## config.mk

```make
export PLATFORM = sky130hd
export DESIGN_NAME = shift_unit
export DESIGN_NICKNAME = d
export VERILOG_FILES = /design/src/rtl/shift_pkg.sv /design/src/rtl/shift_step.sv /design/src/rtl/shift_unit.sv
export SDC_FILE = /design/constraint.sdc
export NUM_CORES = 1
export LEC_CHECK = 0
export BUFFER_PORTS_ARGS = -buffer_cell sky130_fd_sc_hd__buf_2
export CAP_MARGIN = 20
export CORE_MARGIN = 10
export CORE_UTILIZATION = 40
export DETAILED_ROUTE_END_ITERATION = 8
export GPL_TIMING_DRIVEN = 0
export PLACE_DENSITY = 0.57
export SLEW_MARGIN = 20
export SYNTH_ARGS = -nofsm -noshare
export SYNTH_HDL_FRONTEND = slang
export SYNTH_SLANG_ARGS = --single-unit
```

## constraint.sdc

```tcl
create_clock -name clk -period 4.83 [get_ports clk]
set_clock_uncertainty 0.15 [all_clocks]
set_input_delay 0.483 -clock clk [delete_from_list [all_inputs] [get_ports clk]]
set_output_delay 0.483 -clock clk [all_outputs]
set_load 0.05 [all_outputs]
```

## src/rtl/shift_pkg.sv

```systemverilog
// Shared types for the iterative shift/rotate unit: operation codes and FSM states.
package shift_pkg;

  typedef enum logic [2:0] {
    OP_PASS = 3'b000,
    OP_ROR  = 3'b001,
    OP_SHR  = 3'b010,
    OP_ROL  = 3'b011,
    OP_SHL  = 3'b100,
    OP_ASR  = 3'b101,
    OP_RCR  = 3'b110,
    OP_RCL  = 3'b111
  } op_e;

  typedef enum logic [1:0] {
    S_IDLE  = 2'd0,
    S_SHIFT = 2'd1,
    S_DONE  = 2'd2
  } state_e;

endpackage

```

## src/rtl/shift_step.sv

```systemverilog
// One-position shift/rotate of {carry, value}; purely combinational.
module shift_step
  import shift_pkg::*;
#(
  parameter int WIDTH = 8
) (
  input  logic             carry,
  input  logic [WIDTH-1:0] value,
  input  op_e              op,
  output logic             carry_next,
  output logic [WIDTH-1:0] value_next
);

  // single-bit step; the carry slot always receives the bit that leaves the word
  always_comb begin
    value_next = value;
    carry_next = carry;
    case (op)
      OP_ROR: begin
        value_next = {value[0], value[WIDTH-1:1]};
        carry_next = value[0];
      end
      OP_SHR: begin
        value_next = {1'b0, value[WIDTH-1:1]};
        carry_next = value[0];
      end
      OP_ROL: begin
        value_next = {value[WIDTH-2:0], value[WIDTH-1]};
        carry_next = value[WIDTH-1];
      end
      OP_SHL: begin
        value_next = {value[WIDTH-2:0], 1'b0};
        carry_next = value[WIDTH-1];
      end
      OP_ASR: begin
        value_next = {value[WIDTH-1], value[WIDTH-1:1]};
        carry_next = value[0];
      end
      OP_RCR: begin
        value_next = {carry, value[WIDTH-1:1]};
        carry_next = value[0];
      end
      OP_RCL: begin
        value_next = {value[WIDTH-2:0], carry};
        carry_next = value[WIDTH-1];
      end
      default: begin
        value_next = value;
        carry_next = carry;
      end
    endcase
  end

endmodule

```

## src/rtl/shift_unit.sv

```systemverilog
// Iterative shift/rotate unit: accepts an operand bundle, shifts one position per clock,
// then presents y/cout/zero until the consumer takes them.
module shift_unit
  import shift_pkg::*;
#(
  parameter  int WIDTH = 8,
  localparam int AMTW  = $clog2(WIDTH) + 1
) (
  input  logic             clk,
  input  logic             reset,
  input  logic             in_valid,
  output logic             in_ready,
  input  logic [WIDTH-1:0] a,
  input  logic [2:0]       op,
  input  logic [AMTW-1:0]  amt,
  input  logic             cin,
  output logic             out_valid,
  input  logic             out_ready,
  output logic [WIDTH-1:0] y,
  output logic             cout,
  output logic             zero,
  output logic             busy
);

  localparam logic [AMTW-1:0] WIDTH_A = AMTW'(WIDTH);
  localparam logic [AMTW-1:0] ONE_A   = AMTW'(1);
  localparam logic [AMTW-1:0] ZERO_A  = {AMTW{1'b0}};

  state_e           state_r;
  op_e              op_r;
  logic [WIDTH-1:0] val_r;
  logic             car_r;
  logic [AMTW-1:0]  cnt_r;
  logic [AMTW-1:0]  cnt_s;
  logic [WIDTH-1:0] step_val_s;
  logic             step_car_s;
  logic [WIDTH-1:0] y_r;
  logic             cout_r;
  logic             zero_r;
  logic             out_valid_r;
  logic             in_ready_r;
  logic             busy_r;

  shift_step #(.WIDTH(WIDTH)) u_step (
    .carry      (car_r),
    .value      (val_r),
    .op         (op_r),
    .carry_next (step_car_s),
    .value_next (step_val_s)
  );

  // effective step count: PASS never shifts, larger amounts saturate at WIDTH
  always_comb begin
    if (op_e'(op) == OP_PASS) begin
      cnt_s = ZERO_A;
    end else if (amt > WIDTH_A) begin
      cnt_s = WIDTH_A;
    end else begin
      cnt_s = amt;
    end
  end

  // control FSM with working registers and registered result/handshake outputs
  always_ff @(posedge clk or negedge reset) begin
    if (!reset) begin
      state_r     <= S_IDLE;
      op_r        <= OP_PASS;
      val_r       <= {WIDTH{1'b0}};
      car_r       <= 1'b0;
      cnt_r       <= ZERO_A;
      y_r         <= {WIDTH{1'b0}};
      cout_r      <= 1'b0;
      zero_r      <= 1'b0;
      out_valid_r <= 1'b0;
      in_ready_r  <= 1'b1;
      busy_r      <= 1'b0;
    end else begin
      case (state_r)
        S_IDLE: begin
          if (in_valid) begin
            val_r      <= a;
            car_r      <= cin;
            op_r       <= op_e'(op);
            cnt_r      <= cnt_s;
            state_r    <= (cnt_s == ZERO_A) ? S_DONE : S_SHIFT;
            in_ready_r <= 1'b0;
            busy_r     <= 1'b1;
          end
        end
        S_SHIFT: begin
          val_r <= step_val_s;
          car_r <= step_car_s;
          cnt_r <= cnt_r - ONE_A;
          // final step publishes its own output directly so no extra cycle is spent
          if (cnt_r == ONE_A) begin
            state_r     <= S_DONE;
            y_r         <= step_val_s;
            cout_r      <= step_car_s;
            zero_r      <= (step_val_s == {WIDTH{1'b0}});
            out_valid_r <= 1'b1;
          end
        end
        S_DONE: begin
          // zero-count operations arrive here without a result yet; publish the latched operand
          if (!out_valid_r) begin
            y_r         <= val_r;
            cout_r      <= car_r;
            zero_r      <= (val_r == {WIDTH{1'b0}});
            out_valid_r <= 1'b1;
          end else if (out_ready) begin
            out_valid_r <= 1'b0;
            state_r     <= S_IDLE;
            in_ready_r  <= 1'b1;
            busy_r      <= 1'b0;
          end
        end
        default: begin
          state_r     <= S_IDLE;
          out_valid_r <= 1'b0;
          in_ready_r  <= 1'b1;
          busy_r      <= 1'b0;
        end
      endcase
    end
  end

  assign y         = y_r;
  assign cout      = cout_r;
  assign zero      = zero_r;
  assign out_valid = out_valid_r;
  assign in_ready  = in_ready_r;
  assign busy      = busy_r;

endmodule

```

## After elaboration in Yosys (flattened, before gate mapping)

Index checks and enable logic that the tools add are counted.
Widths: inputs -> output; s select.

- Bitwise gates (word level): 2
- Eq/ne operators: 15
- Reduce and logical (&&, ||, !) cells: 15
- Add/subtract/negate cells: 1
- Muxes and demuxes: 37
- Magnitude comparators: 1

Operators by type and width:

| cell | number |
|---|---|
| $pmux 8 s7 | 1 |
| $pmux 8 s2 | 2 |
| $mux 8 | 3 |
| $logic_not 8->1 | 2 |
| $mux 1 | 14 |
| $eq 3x3->1 const B | 4 |
| $mux 4 | 3 |
| $mux 2 | 5 |
| $ne 2x2->1 const B | 5 |
| $pmux 1 s3 | 3 |
| $pmux 1 s2 | 4 |
| $pmux 4 s2 | 1 |
| $reduce_and 4->1 | 2 |
| $eq 3x2->1 const B | 2 |
| $pmux 2 s3 | 1 |
| $reduce_and 2->1 | 3 |
| $eq 4x1->1 const B | 1 |
| $gt 4x4->1 const B | 1 |
| $logic_not 4->1 | 1 |
| $reduce_bool 2->1 | 2 |
| $reduce_or 4->1 | 1 |
| $sub 4x1->4 const B | 1 |
| $eq 3x1->1 const B | 1 |
| $logic_not 3->1 | 1 |
| other kinds (6) | 7 |

- Flip-flop bits (word level): 31
- Output and inout bits: 13
- Input bits: 20

## Longest topological paths before layout

- Depth in word-level cells: 7
- Mapped depth: 8

## Modules after synthesis

From an unflattened synthesis, not the netlist that was laid out.

- Cell total of the unflattened synthesis: 211
- Area, all modules: 2039.5 µm²

By module, submodules not included:

| module | area each (µm²) | sequential area each (µm²) | cells each | times used |
|---|---|---|---|---|
| shift_unit | 1600.3 | 777.0 | 158 | 1 |
| shift_step | 439.2 | 0.0 | 53 | 1 |

## Worst setup path after synthesis

No wires, ideal clock.

- Path kind: register to register
- From: reg op_r[0]
- To: reg y_r[3] (netlist: y[3])
- Library setup time: 0.125 ns
- Period minus slack after synthesis: 2.011 ns
- Cell stages (with the launch flop): 9
- Setup slack: 2.819 ns
- Data arrival time: 1.737 ns
- Buffers on the path: 1
- Path through: dfrtp_1 -> inv_1 -> ha_1 -> or2_1 -> buf_2 -> a22o_1 -> a21oi_1 -> o21ai_0 -> mux2_2

- Cells in the longest elaborated chain, start to end: 4

Ends and longest elaborated chain:

| what | line | RTL |
|---|---|---|
| from (decl) | shift_unit.sv:30 | `op_e op_r;` |
| from (signal assigned) | shift_unit.sv:83 | `op_r <= op_e'(op);` |
| $eq 3x3->1 (tied with other cells) | shift_step.sv:18 | `case (op)` |
| $pmux 8 s7 (*) | shift_step.sv:18 |  |
| $mux 8 (*) | shift_unit.sv:95 | `if (cnt_r == ONE_A) begin` |
| $pmux 8 s2 (*) | shift_unit.sv:78 | `case (state_r)` |
| to (signal assigned) | shift_unit.sv:71 | `y_r <= {WIDTH{1'b0}};` |
| to (signal assigned) | shift_unit.sv:97 | `y_r <= step_val_s;` |
| to (signal assigned) | shift_unit.sv:106 | `y_r <= val_r;` |
| to (decl) | shift_unit.sv:37 | `logic [WIDTH-1:0] y_r;` |

Mark *: on every way between the ends. The rest lies on a longest branch, timed or not. The select of a mux whose other input is x is not followed.
A chain may end at the register's enable or synchronous reset.

## Worst setup path after layout

- From: reg op_r[0]
- To: reg y_r[5] (netlist: y[5])

The elaborated chain is that of the path after synthesis.

==> reports/metrics.csv <==
stage;metric;value;unit
run_status;status;finished, final reports clean;
route;route.final.wire_length;4890;um
die;floorplan.die_area;8220;um^2
power;power.combinational.fraction;62.3;%
yosys;yosysWarnings;0;
sta;fin_hold_ws;0.0980;ns
die;placement_rows;25;
finish;multi_input_area;1120;um^2
route;drt_iter0_drc;59;
placed_design;io_buffers;32;
sta;slew_at_the_pin_closest_to_its_max_slew_limit;0.710;ns
yosys;muxShareOfSynthArea;9.20;%
placed_design;dp.cells;312;
sta;setup_viol;0;
placed_design;placed_cell_area;2240;um^2
setup_path;cp_cell_sequence;inv_1 > ha_1 > or2_1 > buf_2 > a22o_1 > a21oi_1 > o21ai_0 > mux2_2;
power;pwr-share-seq;24.6;%
yosys;seq_area_frac_synth;38.9;%
yosys;netlist-cell-type-count;48;
yosys;synth_top_cells_by_area;sky130_fd_sc_hd__dfrtp_1 38%, sky130_fd_sc_hd__mux2_2 6.8%, sky130_fd_sc_hd__ha_1 5.6%;
yosys;synth.avg_cell_area;9.38;um^2
yosys;synth_top_flop_cell;sky130_fd_sc_hd__dfrtp_1;
yosys;largest_family_of_logic_cells_by_synthesized_area;compound AO/OA/AOI/OAI gates;
finish;final_core_util;49.3;%
yosys;syn_inst;213;
finish;layout-drive-gt1-share;26.1;%
sta;timing_hold_violations_final;0;
yosys;async_reset_ff_share;100;%
power;switch_share;48.1;%
clocking;post_cts.resized_instances;0;
yosys;synth_top_area_cell;sky130_fd_sc_hd__dfrtp_1;
setup_path;critPathArrivalTime;2.31;ns
yosys;synth-compound-area-share;25.8;%
yosys;mappedNetlistArea;2000;um^2
clocking;cts_num_sinks;31;
setup_path;worst-setup-path-type;flip-flop to flip-flop;
die;die_height;90.7;um
clocking;clk_pin_slew;0.06;ns
placed_design;dp_worst_setup_slack;2.53;ns
setup_path;regToRegEndpoint;y[5];
power;power_frac_clock;13.1;%
global_routing;number_of_antenna_violations_at_the_first_check_in_global_routing;0;
clocking;clockBufferDepth;2;
worst_hold_path;hold_path.class;input port to async pin;
power;power.density_cell_area;844;nW/um^2
yosys;yosysTopAreaCellShare;37.6;%
setup_path;reg2reg_setup_slack;2.53;ns
finish;sequential_cell_area;777;um^2
setup_path;setup.worst_path.start_class;flip-flop;
route;routed_vias_inst;5.41;
setup_path;worst_setup_path_end_kind;flip-flop;
global_routing;global_route.overflow_total;0;
setup_path;worst-r2r-cell-count;8;
setup_path;crit_fanout;10;
route;detail-route-antenna-nets;0;
sta;setup_slack;2.53;ns
route;vias;1730;
global_routing;grt_start_max_net_pins;32;
finish;num-fill-cells;507;
clocking;hold_buf_cts;0;
setup_path;crit_path_top_delay_cell;sky130_fd_sc_hd__dfrtp_1;
sta;maxClockFrequency;435;MHz
finish;final_net_count;281;
die;initial_utilization;41.8;%
finish;antenna_cells;0;
power;p_sw;958;uW
yosys;synth_xor_area_share;0;%
job;drv.max_cap_violation_count;0;
yosys;synth_enable_flop_cells;0;
power;total_chip_power;1.99;mW
sta;period_minus_slack;2.30;ns
sta;final.setup.tns;0;ns
setup_path;crit-reg2reg-launch;op_r[0];
power;max-vdd-ir-drop;0.000319;V
yosys;synth-seq-cells;31;
finish;instances_no_fill;320;
clocking;tritoncts_clock_tree;built;
global_routing;groute.usage.overall;12.5;%
power;total_leakage_power;1.10;nW
power;power_report.internal_total;1.03;mW
sta;drv_slew;0;
setup_path;slowest_delay;0.41;ns
placed_design;dpl.hpwl;3750;um
clocking;tritoncts.num_buffers;5;
die;boundaryPins;33;
clocking;clock_insertion_delay_worst_skew;0.28;ns
route;post-route-drc-count;0;
route;detailedRoute.firstPassIterationCount;4;
sta;period_share;47.5;%
finish;syn_to_final_growth;18.1;%
finish;fin_area;2360;um^2
setup_path;cp_data_required_time;4.85;ns
global_routing;grt_first_pass_wirelength;8550;um
sta;max_transition_margin;52.7;%
placed_design;finalWeightedCongestion;0.810;
clocking;postCtsSetupRepairBufs;0;
clocking;clockRootBuffer;sky130_fd_sc_hd__clkbuf_8;
route;detail_route.wl_per_cell;15.3;um
yosys;synth_fp_nets;242;
global_routing;first_global_vias;1790;
clocking;clock_tree.htree_level_count;2;
sta;rsz0062_at_grt;no;
yosys;yosys.area_share.simple;15.5;%
yosys;synth_adder_area_share;5.64;%
die;die_w;90.7;um
die;design.core.area;4790;um^2
[layout by cell type (no fill, tap or decap), types with 2 or more instances in the layout]
master and instances:
sky130_fd_sc_hd__nor3_1 7, sky130_fd_sc_hd__ha_1 9, sky130_fd_sc_hd__nor2_1 17, sky130_fd_sc_hd__mux2_2 12, sky130_fd_sc_hd__nor4_1 4, sky130_fd_sc_hd__inv_1 7
sky130_fd_sc_hd__clkbuf_8 6, sky130_fd_sc_hd__a21boi_0 2, sky130_fd_sc_hd__o21ai_0 14, sky130_fd_sc_hd__or3_1 2, sky130_fd_sc_hd__a221oi_1 3, sky130_fd_sc_hd__and3_1 3
sky130_fd_sc_hd__buf_2 35, sky130_fd_sc_hd__o31ai_1 3, sky130_fd_sc_hd__mux2i_1 2, sky130_fd_sc_hd__a21o_1 10, sky130_fd_sc_hd__a22o_1 5, sky130_fd_sc_hd__nor2b_1 4
sky130_fd_sc_hd__nor3b_1 3, sky130_fd_sc_hd__clkbuf_1 8, sky130_fd_sc_hd__a21oi_1 11, sky130_fd_sc_hd__a211oi_1 10, sky130_fd_sc_hd__nand2_1 19, sky130_fd_sc_hd__dfrtp_1 30
[layout make-up]
cell class              count  area share (%)
repair buffers             32            6.79
flip-flops and latches     31            32.9
well taps                  67            3.55
clock inverters             2            1.48
multi-input cells         160            47.6
clock buffers               6            3.50
inverters                   7            1.11
plain buffers              15            3.08
[sequential cells by signal (all words and copies together) (netlist names)]
| signal | count |
|---|---|
| cnt_r | 4 |
| op_r | 3 |
| cout | 1 |
| out_valid | 1 |
| in_ready | 1 |
| zero | 1 |
| busy | 1 |
| y | 8 |
| car_r | 1 |
| state_r | 2 |
| val_r | 8 |
[power by group through the flow]
| stage | Combinational (mW) | Clock (mW) | Sequential, mW |
|---|---|---|---|
| 3_5_place_dp | 1.25 | 0 | 0.495 |
| 5_1_grt | 1.39 | 0.287 | 0.510 |
| 2_1_floorplan | 0.823 | 0 | 0.634 |
| 6_report | 1.24 | 0.262 | 0.490 |
| 3_3_place_gp | 1.24 | 0 | 0.492 |
| 4_1_cts | 1.25 | 0.271 | 0.490 |
[worst max-delay path by stage]
stage	startpoint	end	slack, ns	depth (start not counted)
5_1_grt	state_r[0]	val_r[4]	2.29	7
3_5_place_dp	state_r[0]	val_r[6]	2.53	7
6_report	op_r[0]	y[5]	2.53	8
2_1_floorplan	op_r[0]	y[3]	2.82	8
3_3_place_gp	state_r[0]	val_r[4]	2.55	7
4_1_cts	state_r[0]	val_r[6]	2.51	7
[cell families after synthesis]
| kind of cell | count (synthesis) |
|---|---|
| AO/OA/AOI/OAI | 71 |
| AND/OR/NAND/NOR | 64 |
| flip-flops | 31 |
| buffers and inverters | 22 |
| multiplexers | 16 |
| adder cells (fa/ha/maj) | 9 |
[worst max-delay path: cells and delay by family, from the launching register on]
kind                       cells  cell delay [ns]
AOI/OAI and AO/OA              3             0.57
adders and majority gates      1             0.27
buffers and inverters          2             0.28
DFF                            1             0.41
muxes                          1             0.26
and+or+nand+nor                1             0.24
[metal layers]
metal  GRT usage (%)  vias up  share of wire, %
li1                -      861                 -
met1            14.9      824                45
met2            20.1       41                48
met3            4.16        4               5.7
met4            4.91        0              0.76
met5               0        -                 0
[synthesized netlist by cell type (all sizes together), types with 2 or more instances]
master	instances
dfrtp	30
nand2	19
nor2	17
o21ai	15
mux2	13
a211oi	11
a21o	11
a21oi	11
clkbuf	9
ha	9
inv	7
nor3	7
buf	6
a22o	5
a221oi	4
nor2b	4
nor4	4
and3	3
mux2i	3
nor3b	3
o31ai	3
a21boi	2
or3	2
No activity file was read; power rests on OpenSTA's default activity.
